===== src/rtl/fetch_if.sv =====
`default_nettype none
// ============================================================================
// Module   : fetch_if
// Purpose  : Fetch-stage bus bundle: instruction memory, decode handshake and
//            redirect. fetch_misaligned exists only with FETCH_MISALIGN_TRAP_EN.
// Revision : 1.0 - initial release
// ============================================================================
interface fetch_if;
    logic        imem_req;
    logic [31:0] imem_addr;
    logic        imem_rvalid;
    logic [31:0] imem_rdata;
    logic        instr_valid;
    logic        instr_ready;
    logic [31:0] instr;
    logic [31:0] instr_pc;
    logic [31:0] instr_pc4;
    logic        redirect_valid;
    logic [31:0] redirect_pc;
`ifdef FETCH_MISALIGN_TRAP_EN
    logic        fetch_misaligned;
`endif

    modport master (
        output imem_req, imem_addr, instr_valid, instr, instr_pc, instr_pc4,
`ifdef FETCH_MISALIGN_TRAP_EN
        output fetch_misaligned,
`endif
        input  imem_rvalid, imem_rdata, instr_ready, redirect_valid, redirect_pc
    );

    modport slave (
        input  imem_req, imem_addr, instr_valid, instr, instr_pc, instr_pc4,
`ifdef FETCH_MISALIGN_TRAP_EN
        input  fetch_misaligned,
`endif
        output imem_rvalid, imem_rdata, instr_ready, redirect_valid, redirect_pc
    );
endinterface
`default_nettype wire


===== src/rtl/fetch_unit.sv =====
`default_nettype none
// ============================================================================
// Module   : fetch_unit
// Purpose  : RISC-V instruction fetch: PC, single outstanding imem request,
//            one-entry skid buffer, valid/ready to decode, redirects.
//            Optional misaligned-redirect trap: FETCH_MISALIGN_TRAP_EN.
// Revision : 1.0 - initial release
// ============================================================================
module fetch_unit #(
    parameter logic [31:0] RESET_PC  = 32'h0000_0000,
    parameter logic [31:0] NOP_INSTR = 32'h0000_0013
) (
    input wire       clk,
    input wire       rst,
    fetch_if.master  bus
);

    typedef enum logic [1:0] {
        S_IDLE = 2'd0,
        S_RUN  = 2'd1,
        S_HALT = 2'd2
    } state_t;

    state_t      r_state;
    logic [31:0] r_fetch_pc;
    logic [31:0] r_req_pc;
    logic        r_outstanding;
    logic        r_stale;
    logic        r_valid;
    logic [31:0] r_instr;
    logic [31:0] r_pc;
    logic        r_skid_valid;
    logic [31:0] r_skid_instr;
    logic [31:0] r_skid_pc;

    logic        w_drain;
    logic        w_resp;
    logic        w_live;
    logic        w_halt;
    logic        w_issue;
    logic [31:0] w_target;

`ifdef FETCH_MISALIGN_TRAP_EN
    logic        r_misaligned;
    logic        w_misaligned;
    assign w_misaligned          = |bus.redirect_pc[1:0];
    assign w_target              = bus.redirect_pc;
    assign bus.fetch_misaligned  = r_misaligned;
`else
    assign w_target              = bus.redirect_pc & ~32'h0000_0003;
`endif

    // Responses seen with nothing outstanding belong to a request killed by reset.
    assign w_drain = r_valid && bus.instr_ready;
    assign w_resp  = bus.imem_rvalid && r_outstanding;
    assign w_live  = w_resp && !r_stale;
    assign w_halt  = (r_state == S_HALT);
    assign w_issue = !rst && !r_outstanding && (!r_skid_valid || w_drain)
                     && !bus.redirect_valid && !w_halt;

    assign bus.imem_req    = w_issue;
    assign bus.imem_addr   = r_fetch_pc;
    assign bus.instr_valid = r_valid;
    assign bus.instr       = r_instr;
    assign bus.instr_pc    = r_pc;
    assign bus.instr_pc4   = r_pc + 32'd4;

    always_ff @(posedge clk) begin
        if (rst) begin
            r_state       <= S_IDLE;
            r_fetch_pc    <= RESET_PC;
            r_req_pc      <= RESET_PC;
            r_outstanding <= 1'b0;
            r_stale       <= 1'b0;
            r_valid       <= 1'b0;
            r_instr       <= NOP_INSTR;
            r_pc          <= RESET_PC;
            r_skid_valid  <= 1'b0;
            r_skid_instr  <= NOP_INSTR;
            r_skid_pc     <= RESET_PC;
`ifdef FETCH_MISALIGN_TRAP_EN
            r_misaligned  <= 1'b0;
`endif
        end else begin
            if (r_state == S_IDLE) begin
                r_state <= S_RUN;
            end

            if (bus.redirect_valid) begin
                r_valid      <= 1'b0;
                r_instr      <= NOP_INSTR;
                r_skid_valid <= 1'b0;
                // An in-flight request is marked stale so its response is dropped.
                if (w_resp) begin
                    r_outstanding <= 1'b0;
                    r_stale       <= 1'b0;
                end else if (r_outstanding) begin
                    r_stale <= 1'b1;
                end
`ifdef FETCH_MISALIGN_TRAP_EN
                if (w_misaligned) begin
                    r_state      <= S_HALT;
                    r_misaligned <= 1'b1;
                    r_pc         <= bus.redirect_pc;
                end else begin
                    r_state      <= S_RUN;
                    r_misaligned <= 1'b0;
                    r_fetch_pc   <= w_target;
                end
`else
                r_fetch_pc <= w_target;
`endif
            end else begin
                if (w_issue) begin
                    r_outstanding <= 1'b1;
                    r_req_pc      <= r_fetch_pc;
                    r_fetch_pc    <= r_fetch_pc + 32'd4;
                end
                if (w_resp) begin
                    r_outstanding <= 1'b0;
                    r_stale       <= 1'b0;
                end

                if (w_drain) begin
                    if (r_skid_valid) begin
                        r_instr      <= r_skid_instr;
                        r_pc         <= r_skid_pc;
                        r_skid_valid <= w_live;
                        if (w_live) begin
                            r_skid_instr <= bus.imem_rdata;
                            r_skid_pc    <= r_req_pc;
                        end
                    end else if (w_live) begin
                        r_instr <= bus.imem_rdata;
                        r_pc    <= r_req_pc;
                    end else begin
                        r_valid <= 1'b0;
                        r_instr <= NOP_INSTR;
                    end
                end else if (w_live) begin
                    if (!r_valid) begin
                        r_valid <= 1'b1;
                        r_instr <= bus.imem_rdata;
                        r_pc    <= r_req_pc;
                    end else begin
                        r_skid_valid <= 1'b1;
                        r_skid_instr <= bus.imem_rdata;
                        r_skid_pc    <= r_req_pc;
                    end
                end
            end
        end
    end

endmodule
`default_nettype wire


===== src/flat_wrapper.sv =====
// flat-port wrapper written by rule: the top's interface ports become plain ports
module fetch_unit_flat 
#(
    parameter logic [31:0] RESET_PC  = 32'h0000_0000,
    parameter logic [31:0] NOP_INSTR = 32'h0000_0013
)
  (clk, rst, bus_imem_req, bus_imem_addr, bus_instr_valid, bus_instr, bus_instr_pc, bus_instr_pc4, bus_imem_rvalid, bus_imem_rdata, bus_instr_ready, bus_redirect_valid, bus_redirect_pc);
  fetch_if bus_i ();
  input wire clk;
  input wire rst;
  output wire logic [$bits(bus_i.imem_req)-1:0] bus_imem_req;
  output wire logic [$bits(bus_i.imem_addr)-1:0] bus_imem_addr;
  output wire logic [$bits(bus_i.instr_valid)-1:0] bus_instr_valid;
  output wire logic [$bits(bus_i.instr)-1:0] bus_instr;
  output wire logic [$bits(bus_i.instr_pc)-1:0] bus_instr_pc;
  output wire logic [$bits(bus_i.instr_pc4)-1:0] bus_instr_pc4;
  input wire logic [$bits(bus_i.imem_rvalid)-1:0] bus_imem_rvalid;
  input wire logic [$bits(bus_i.imem_rdata)-1:0] bus_imem_rdata;
  input wire logic [$bits(bus_i.instr_ready)-1:0] bus_instr_ready;
  input wire logic [$bits(bus_i.redirect_valid)-1:0] bus_redirect_valid;
  input wire logic [$bits(bus_i.redirect_pc)-1:0] bus_redirect_pc;
  assign bus_imem_req = bus_i.imem_req;
  assign bus_imem_addr = bus_i.imem_addr;
  assign bus_instr_valid = bus_i.instr_valid;
  assign bus_instr = bus_i.instr;
  assign bus_instr_pc = bus_i.instr_pc;
  assign bus_instr_pc4 = bus_i.instr_pc4;
  assign bus_i.imem_rvalid = bus_imem_rvalid;
  assign bus_i.imem_rdata = bus_imem_rdata;
  assign bus_i.instr_ready = bus_instr_ready;
  assign bus_i.redirect_valid = bus_redirect_valid;
  assign bus_i.redirect_pc = bus_redirect_pc;
  fetch_unit #(.RESET_PC(RESET_PC), .NOP_INSTR(NOP_INSTR)) u_core (.clk(clk), .rst(rst), .bus(bus_i));
endmodule

===== config.mk =====
export PLATFORM = sky130hd
export DESIGN_NAME = fetch_unit_flat
export DESIGN_NICKNAME = d
export VERILOG_FILES = /design/src/rtl/fetch_if.sv /design/src/rtl/fetch_unit.sv /design/src/flat_wrapper.sv
export SDC_FILE = /design/constraint.sdc
export NUM_CORES = 1
export LEC_CHECK = 0
export ABC_AREA = 1
export CORE_MARGIN = 4
export CORE_UTILIZATION = 50
export CTS_CLUSTER_DIAMETER = 50
export DETAILED_ROUTE_END_ITERATION = 16
export PLACE_DENSITY = 0.79
export SKIP_LAST_GASP = 1
export SLEW_MARGIN = 20
export SYNTH_ARGS = -nofsm -noshare
export SYNTH_HDL_FRONTEND = slang
export SYNTH_SLANG_ARGS = --single-unit

===== constraint.sdc =====
create_clock -name clk -period 2.3 [get_ports clk]
set_input_delay 0.23 -clock clk [delete_from_list [all_inputs] [get_ports clk]]
set_output_delay 0.23 -clock clk [all_outputs]
set_load 0.02 [all_outputs]

==> summary.md, run 1 <==
| Metric | Value |
|---|---|
| Core Util, Final | `67.3%` |
| Hold Crit Class | `primary input to flip-flop` |
| R2r setup slk | `0.51 ns` |
| Post-Syn Area | `0.00886 sq mm` |
| F_max | `0.446 GHz` |
| Finished Layout Cells | `1657` |
| Leakage power | `4.68 nW` |
| Worst Path Max Fanout | `4` |
| Max cap viols | `0` |
| Proportion of layout cells with a drive suffix above 1 | `10.9%` |
| Main flop type after synthesis | `dfxtp_1` |
| CP max stage cell | `dlygate4sd2_1` |
| Synthesized area per cell | `7.15 sq um` |
| Post-route ant nets | `0` |
| Library cells used by synthesis | `41` |
| Final #Nets | `1490` |
| Worst-margin pin slew | `0.867 ns` |
| R2r worst-path depth | `10` |
| First-pass GRT wire length | `41.5 mm` |
| Dpl cell area | `0.0110 sq mm` |
| CP endpoint kind | `primary output` |
| CP required | `2.07 ns` |
| Worst r2r src | `u_core.bus.imem_addr[2]` |
| Vias per cell | `5.39` |
| Worst-skew pair later-pin latency | `0.43 ns` |
| Routed via count | `8931` |
| H-tree Lvls | `4` |
| Most used cells in the layout excluding fill and tap cells | `nand2_1 (322), dfxtp_1 (180), clkdlybuf4s50_1 (166)` |
| Initial drt markers | `909` |
| Worst-path clk slew | `0.07 ns` |
| Initial Utilization | `51.1%` |
| Fin crit period | `2.24 ns` |
| WS Path Type | `flip-flop to primary output` |
| Wirelength per Cell | `15.3 um` |
| Post-synth ARST share | `0%` |
| N_diodes | `0` |
| GP Congestion | `0.880` |
| Total gr overflow | `0` |
| Crit path buf inv count | `2` |
| Flop and latch count out of synthesis | `188` |
| Fraction of the yosys area taken by sequential cells | `42.5%` |
| Most common cell after layout, fill and taps aside | `nand2_1` |
| Vias in the first global route | `8469` |
| Max incr delay on CP | `0.35 ns` |
| Die Wd | `141 um` |
| Slew Limit Headroom | `42.2%` |
| Total global-route track usage | `25.0%` |
| Top Ports | `199` |
| Total CTS buffers | `17` |
| Arr. time, crit path | `2.01 ns` |
| Crit path max-delay family | `simple AND/OR/NAND/NOR gates` |
| Post-synth EDFFs | `0` |
| Fill cells | `1502` |
| Worst IR Drop VDD | `0.000588 V` |
| # rows | `48` |
| Clock Root Buffer | `clkbuf_16` |
| Placed insts | `1624` |
| Multi-input logic area | `0.00440 sq mm` |
| Worst R2R End | `u_core.bus.imem_addr[26]` |
| Hold depth | `3` |
| Setup violators final | `0` |
| Longest Clk Path Bufs | `2` |
| Hold endpoint | `u_core.bus.imem_addr[20]` |
| Final Max Slew Viols | `0` |
| Initial antenna violation count | `0` |
| CTS tree | `yes` |
| Hold_sp | `rst` |
| Top cell by count, worst path | `nand2_1` |
| Post-CTS Hold Buffers | `0` |
| Post-Syn Instances | `1239` |
| Die ar. | `0.0199 sq mm` |
| Final Hold Viols | `0` |
| Ys Warns | `0` |
| Clock tree sinks | `188` |
| Power per cell area | `635 mW/mm^2` |
| DRC Markers | `0` |
| # port buffers | `190` |
| Drt total wl | `25.4 mm` |
| Skew final | `0.00676 ns` |
| Final HPWL DP | `17.5 mm` |
| TritonRoute pass-1 iters | `5` |
| Core outline area | `0.0174 sq mm` |
| Final instance area | `0.0117 sq mm` |
| Largest net degree at the start of global routing | `90` |
| RSZ-0062 raised after global routing | `yes` |
| Die H | `141 um` |
| CP Cell Sequence | `ha_2 > nand2_1 > inv_2 > nand2_2 > nor2_4 > nand2_1 > xnor2_1 > dlygate4sd2_1` |
| Status | `complete, no violations` |
| CP startpoint kind | `flip-flop` |
| P&R area growth vs syn | `31.8%` |
| Period Utilization, post-route | `97.4%` |
| Register area | `0.00377 sq mm` |
-- cell usage after synthesis, types with 2 or more instances --
| cell type | count | area, sq um |
|---|---|---|
| nand2_2 | 8 | 50.1 |
| a22oi_1 | 2 | 15.0 |
| a31o_2 | 10 | 87.6 |
| nand3_2 | 6 | 60.1 |
| dfxtp_1 | 188 | 3760 |
| inv_1 | 97 | 364 |
| o21ai_0 | 84 | 420 |
| nor3_1 | 13 | 65.1 |
| a31oi_1 | 26 | 163 |
| nand2_1 | 322 | 1210 |
| nor2_4 | 6 | 67.6 |
| xnor2_1 | 13 | 114 |
| buf_2 | 27 | 135 |
| nand3b_1 | 4 | 30.0 |
| buf_1 | 5 | 18.8 |
| a21oi_1 | 141 | 706 |
| xor2_1 | 22 | 193 |
| nor2_8 | 2 | 40.0 |
| ha_1 | 2 | 25.0 |
| nor2_2 | 5 | 31.3 |
| buf_4 | 12 | 90.1 |
| o211ai_1 | 8 | 60.1 |
| or2_2 | 2 | 12.5 |
| nand3_4 | 2 | 35.0 |
| clkbuf_1 | 30 | 113 |
| nand4_1 | 18 | 113 |
| nand3_1 | 58 | 290 |
| o21ai_2 | 2 | 17.5 |
| inv_2 | 10 | 37.5 |
| o21ai_1 | 35 | 175 |
| nor2_1 | 67 | 251 |
| a211oi_1 | 3 | 22.5 |
-- kinds of logic after synthesis --
family	synth area share, %
flops	42.5
other cells	0.0423
buf+inv	8.68
compound gates	19.3
simple gates	25.8
fa+ha+maj	0.282
xor+xnor	3.46
-- what timing repair did --
| action | in CTS | in global routing |
|---|---|---|
| cloned | 0 | 0 |
| gates resized for setup | 35 | 41 |
| pin swaps | 0 | 2 |
| setup endpoints to repair | 21 | 22 |
| endpoints found under the hold margin | 0 | 0 |
| setup buffers | 0 | 1 |
-- worst max path at each step --
stage | startpoint | to | slack [ns] | cells past startpoint
2_1_floorplan | u_core.bus.instr_pc[3] | bus_instr_pc4[24] | 0.36 | 9
6_report | u_core.bus.instr_pc[2] | bus_instr_pc4[16] | 0.06 | 8
3_3_place_gp | u_core.bus.instr_pc[2] | bus_instr_pc4[24] | 0.11 | 10
3_5_place_dp | u_core.bus.instr_pc[14] | bus_instr_pc4[31] | 0.05 | 7
5_1_grt | u_core.bus.instr_pc[2] | bus_instr_pc4[24] | -0.05 | 10
4_1_cts | u_core.bus.instr_pc[17] | bus_instr_pc4[31] | -0.09 | 7
-- state kept, by name (all words and copies together) (netlist names) --
register                flops
u_core.bus.imem_addr       30
u_core.r_req_pc            30
u_core.r_stale              1
u_core.r_skid_pc           30
u_core.bus.instr_pc        30
u_core.bus.instr           32
u_core.r_outstanding        1
u_core.bus.instr_valid      1
u_core.r_skid_valid         1
u_core.r_skid_instr        32
-- layer usage --
metal / up-vias / GRT usage [%] / routed length [um] / share of wire (%)
met5: - / 0 / 0 / 0
met4: 0 / 6.99 / 493 / 1.9
met3: 39 / 4.44 / 1880 / 7.4
met2: 354 / 39.4 / 11700 / 46
met1: 4095 / 35.3 / 11300 / 45
li1: 4443 / - / - / -
-- through the flow --
step                hold WS [ns]  setup WS (ns)  power, W  setup TNS (ns)
floorplan                  0.374          0.362   0.00395               0
global placement           0.434          0.113   0.00435               0
detailed placement         0.439         0.0540   0.00436               0
CTS                        0.281        -0.0931   0.00743          -0.133
global route               0.307        -0.0508   0.00769          -0.133
finish                     0.294         0.0602   0.00741               0
-- worst min-delay path, delay by kind of cell --
family        cells  cell delay [ns]
simple gates      1             0.11
buf+inv           2             0.34
-- area by class of cell --
cell class | count | area share [%]
sequential | 188 | 32.3
multi-input combinational | 874 | 37.7
clock inverter | 11 | 1.41
clock buffer | 21 | 3.94
timing repair buffer | 231 | 18.8
tap | 225 | 2.41
inverter | 107 | 3.44
-- where the power goes --
group	total, W	switching [W]	internal (W)
sequential	0.00345	0.000103	0.00335
combinational	0.000842	0.000467	0.000375
clock	0.00312	0.00124	0.00188
No activity file was read; power rests on OpenSTA's default activity.
==> run 2: changes to the inputs <==
Settings changed: CTS_BUF_LIST from default to sky130_fd_sc_hd__clkbuf_2 sky130_fd_sc_hd__clkbuf_4 sky130_fd_sc_hd__clkbuf_8.
==> summary.md, run 2 (same netlist as run 1, synthesis figures left out) <==
| Metric | Value |
|---|---|
| Switching Fraction | `25.6%` |
| Initial Utilization | `51.1%` |
| Vias in the first global route | `8368` |
| Worst-margin pin slew | `0.872 ns` |
| Proportion of layout cells with a drive suffix above 1 | `11.8%` |
| DRC Markers | `0` |
| Hold Crit Class | `primary input to flip-flop` |
| Setup violators final | `0` |
| H-tree Lvls | `4` |
| Max cap viols | `0` |
| Max incr delay on CP | `0.36 ns` |
| Top Ports | `199` |
| CP endpoint kind | `primary output` |
| RSZ-0062 raised after global routing | `yes` |
| Worst-skew pair later-pin latency | `0.46 ns` |
| Worst Path Max Fanout | `4` |
| Fin crit period | `2.25 ns` |
| Routed via count | `8976` |
| Period Utilization, post-route | `97.9%` |
| Status | `complete, no violations` |
| Power Total | `0.00670 W` |
| CTS tree | `yes` |
| Die ar. | `0.0199 sq mm` |
| # port buffers | `190` |
| Post-route ant nets | `0` |
| Final #Nets | `1491` |
| Final Max Slew Viols | `0` |
| Initial drt markers | `916` |
| Top cell by count, worst path | `buf_4` |
| CP startpoint kind | `flip-flop` |
| CP max stage cell | `dfxtp_2` |
| Final WS setup | `0.0489 ns` |
| Skew final | `0.00859 ns` |
| Total global-route track usage | `24.7%` |
| Total gr overflow | `0` |
| TritonRoute pass-1 iters | `5` |
| Slew Limit Headroom | `41.8%` |
| Combinational power share | `12.5%` |
| Worst IR Drop VDD | `0.000403 V` |
| CP Cell Sequence | `buf_4 > nand3_1 > inv_1 > nand2_2 > nor2_4 > nand4_2 > nor2_1 > xor2_1 > buf_4` |
| Crit path buf inv count | `3` |
| P&R area growth vs syn | `30.0%` |
| Internal Power | `0.00499 W` |
| Clock Root Buffer | `clkbuf_8` |
| Seq pwr share | `51.5%` |
| First-pass GRT wire length | `41.1 mm` |
| Placed insts | `1624` |
| Longest Clk Path Bufs | `2` |
| Place WS | `0.0540 ns` |
| F_max | `0.444 GHz` |
| CP required | `2.07 ns` |
| Finished Layout Cells | `1658` |
| Register area | `0.00378 sq mm` |
| Leakage power | `4.61 nW` |
| Multi-input logic area | `0.00443 sq mm` |
| GP Congestion | `0.880` |
| Crit path max-delay family | `simple AND/OR/NAND/NOR gates` |
| Vias per cell | `5.41` |
| Clock Power Share | `36.0%` |
| # rows | `48` |
| Fill cells | `1541` |
| Most common cell after layout, fill and taps aside | `nand2_1` |
| Power per cell area | `582 mW/mm^2` |
| Hold slack | `0.262 ns` |
| WS Path Type | `flip-flop to primary output` |
| Final Hold Viols | `0` |
| Die H | `141 um` |
| Final HPWL DP | `17.5 mm` |
| Total CTS buffers | `17` |
| Initial antenna violation count | `0` |
| Core outline area | `0.0174 sq mm` |
| Worst-path clk slew | `0.09 ns` |
| Post-CTS Hold Buffers | `0` |
| Wirelength per Cell | `15.1 um` |
| N_diodes | `0` |
| R2r setup slk | `0.50 ns` |
| Die Wd | `141 um` |
| Drt total wl | `25.1 mm` |
| Net Sw Power | `0.00172 W` |
| Clock tree sinks | `188` |
| Arr. time, crit path | `2.02 ns` |
| Largest net degree at the start of global routing | `90` |
| Most used cells in the layout excluding fill and tap cells | `nand2_1 (321), dfxtp_1 (177), clkdlybuf4s50_1 (165)` |
==> run 2: cell count changes in the layout (fill, tap and decap cells not counted), moves of 2 or more <==
| cell | before | now |
|---|---|---|
| clkbuf_8 | 2 | 19 |
| dfxtp_1 | 180 | 177 |
| nor2_2 | 5 | 7 |
| clkbuf_1 | 2 | 0 |
| clkbuf_16 | 17 | 0 |
| dlygate4sd2_1 | 9 | 7 |
| dfxtp_2 | 8 | 11 |
| clkbuf_4 | 0 | 2 |
| clkbuf_2 | 6 | 9 |
==> run 2: power groups by stage <==
stage	Combinational [W]	Sequential, W	Clock (W)
after detailed placement	0.000842	0.00352	0
after CTS	0.000837	0.00345	0.00244
after global placement	0.000831	0.00352	0
final	0.000840	0.00345	0.00241
after floorplan	0.000372	0.00358	0
after global routing	0.000917	0.00347	0.00258
==> run 2: path summary, 6_finish.rpt <==
kind | start | to | depth (start not counted)
max reg2reg | u_core.bus.imem_addr[3] | u_core.bus.imem_addr[22] | 10
min | rst | u_core.bus.imem_addr[14] | 3
min reg2reg | u_core.r_skid_pc[15] | u_core.r_skid_pc[15] | 2
max | u_core.bus.instr_pc[3] | bus_instr_pc4[25] | 9
==> run 2: final cells by class <==
| type | instances | area share (%) |
|---|---|---|
| multi-input cells | 874 | 38.4 |
| repair buffers | 232 | 19.0 |
| clock inverters | 11 | 1.43 |
| clock buffers | 21 | 2.40 |
| flip-flops and latches | 188 | 32.8 |
| inverters | 107 | 3.49 |
| well taps | 225 | 2.44 |
==> run 2: worst register-to-register path: cells and delay by family, from the launching register on <==
| family | cells | cell delay [ns] |
|---|---|---|
| flops | 1 | 0.45 |
| fa+ha+maj | 1 | 0.26 |
| simple gates | 8 | 0.95 |
| buf+inv | 1 | 0.04 |
==> run 2: metrics by stage <==
| step | util (%) | TNS, ns | cell area, sq um |
|---|---|---|---|
| 6_report | 66.4 | 0 | 11500 |
| 3_3_place_gp | 63.6 | 0 | 11000 |
| 2_1_floorplan | - | 0 | 8880 |
| 4_1_cts | 66.0 | -0.110 | 11500 |
| 3_5_place_dp | 63.6 | 0 | 11000 |
| 5_1_grt | 66.4 | -0.101 | 11500 |
==> run 2: repair_timing <==
action,CTS,global route
pin swaps,0,4
setup buffers,0,2
setup endpoints to repair,23,22
resized for setup,46,46
==> run 2: layer usage <==
layer | global-route usage [%] | share of wire (%) | up-vias
met4 | 6.99 | 2.0 | 0
met2 | 38.8 | 45 | 366
met3 | 4.41 | 7.2 | 42
met5 | 0 | 0 | -
li1 | - | - | 4436
met1 | 35.0 | 45 | 4132
==> run 3: changes to the inputs <==
Settings changed: GPL_ROUTABILITY_DRIVEN from default to 1.
==> results of run 3 <==
Same layout as run 2: the final DEF is identical, and so are final timing and power.
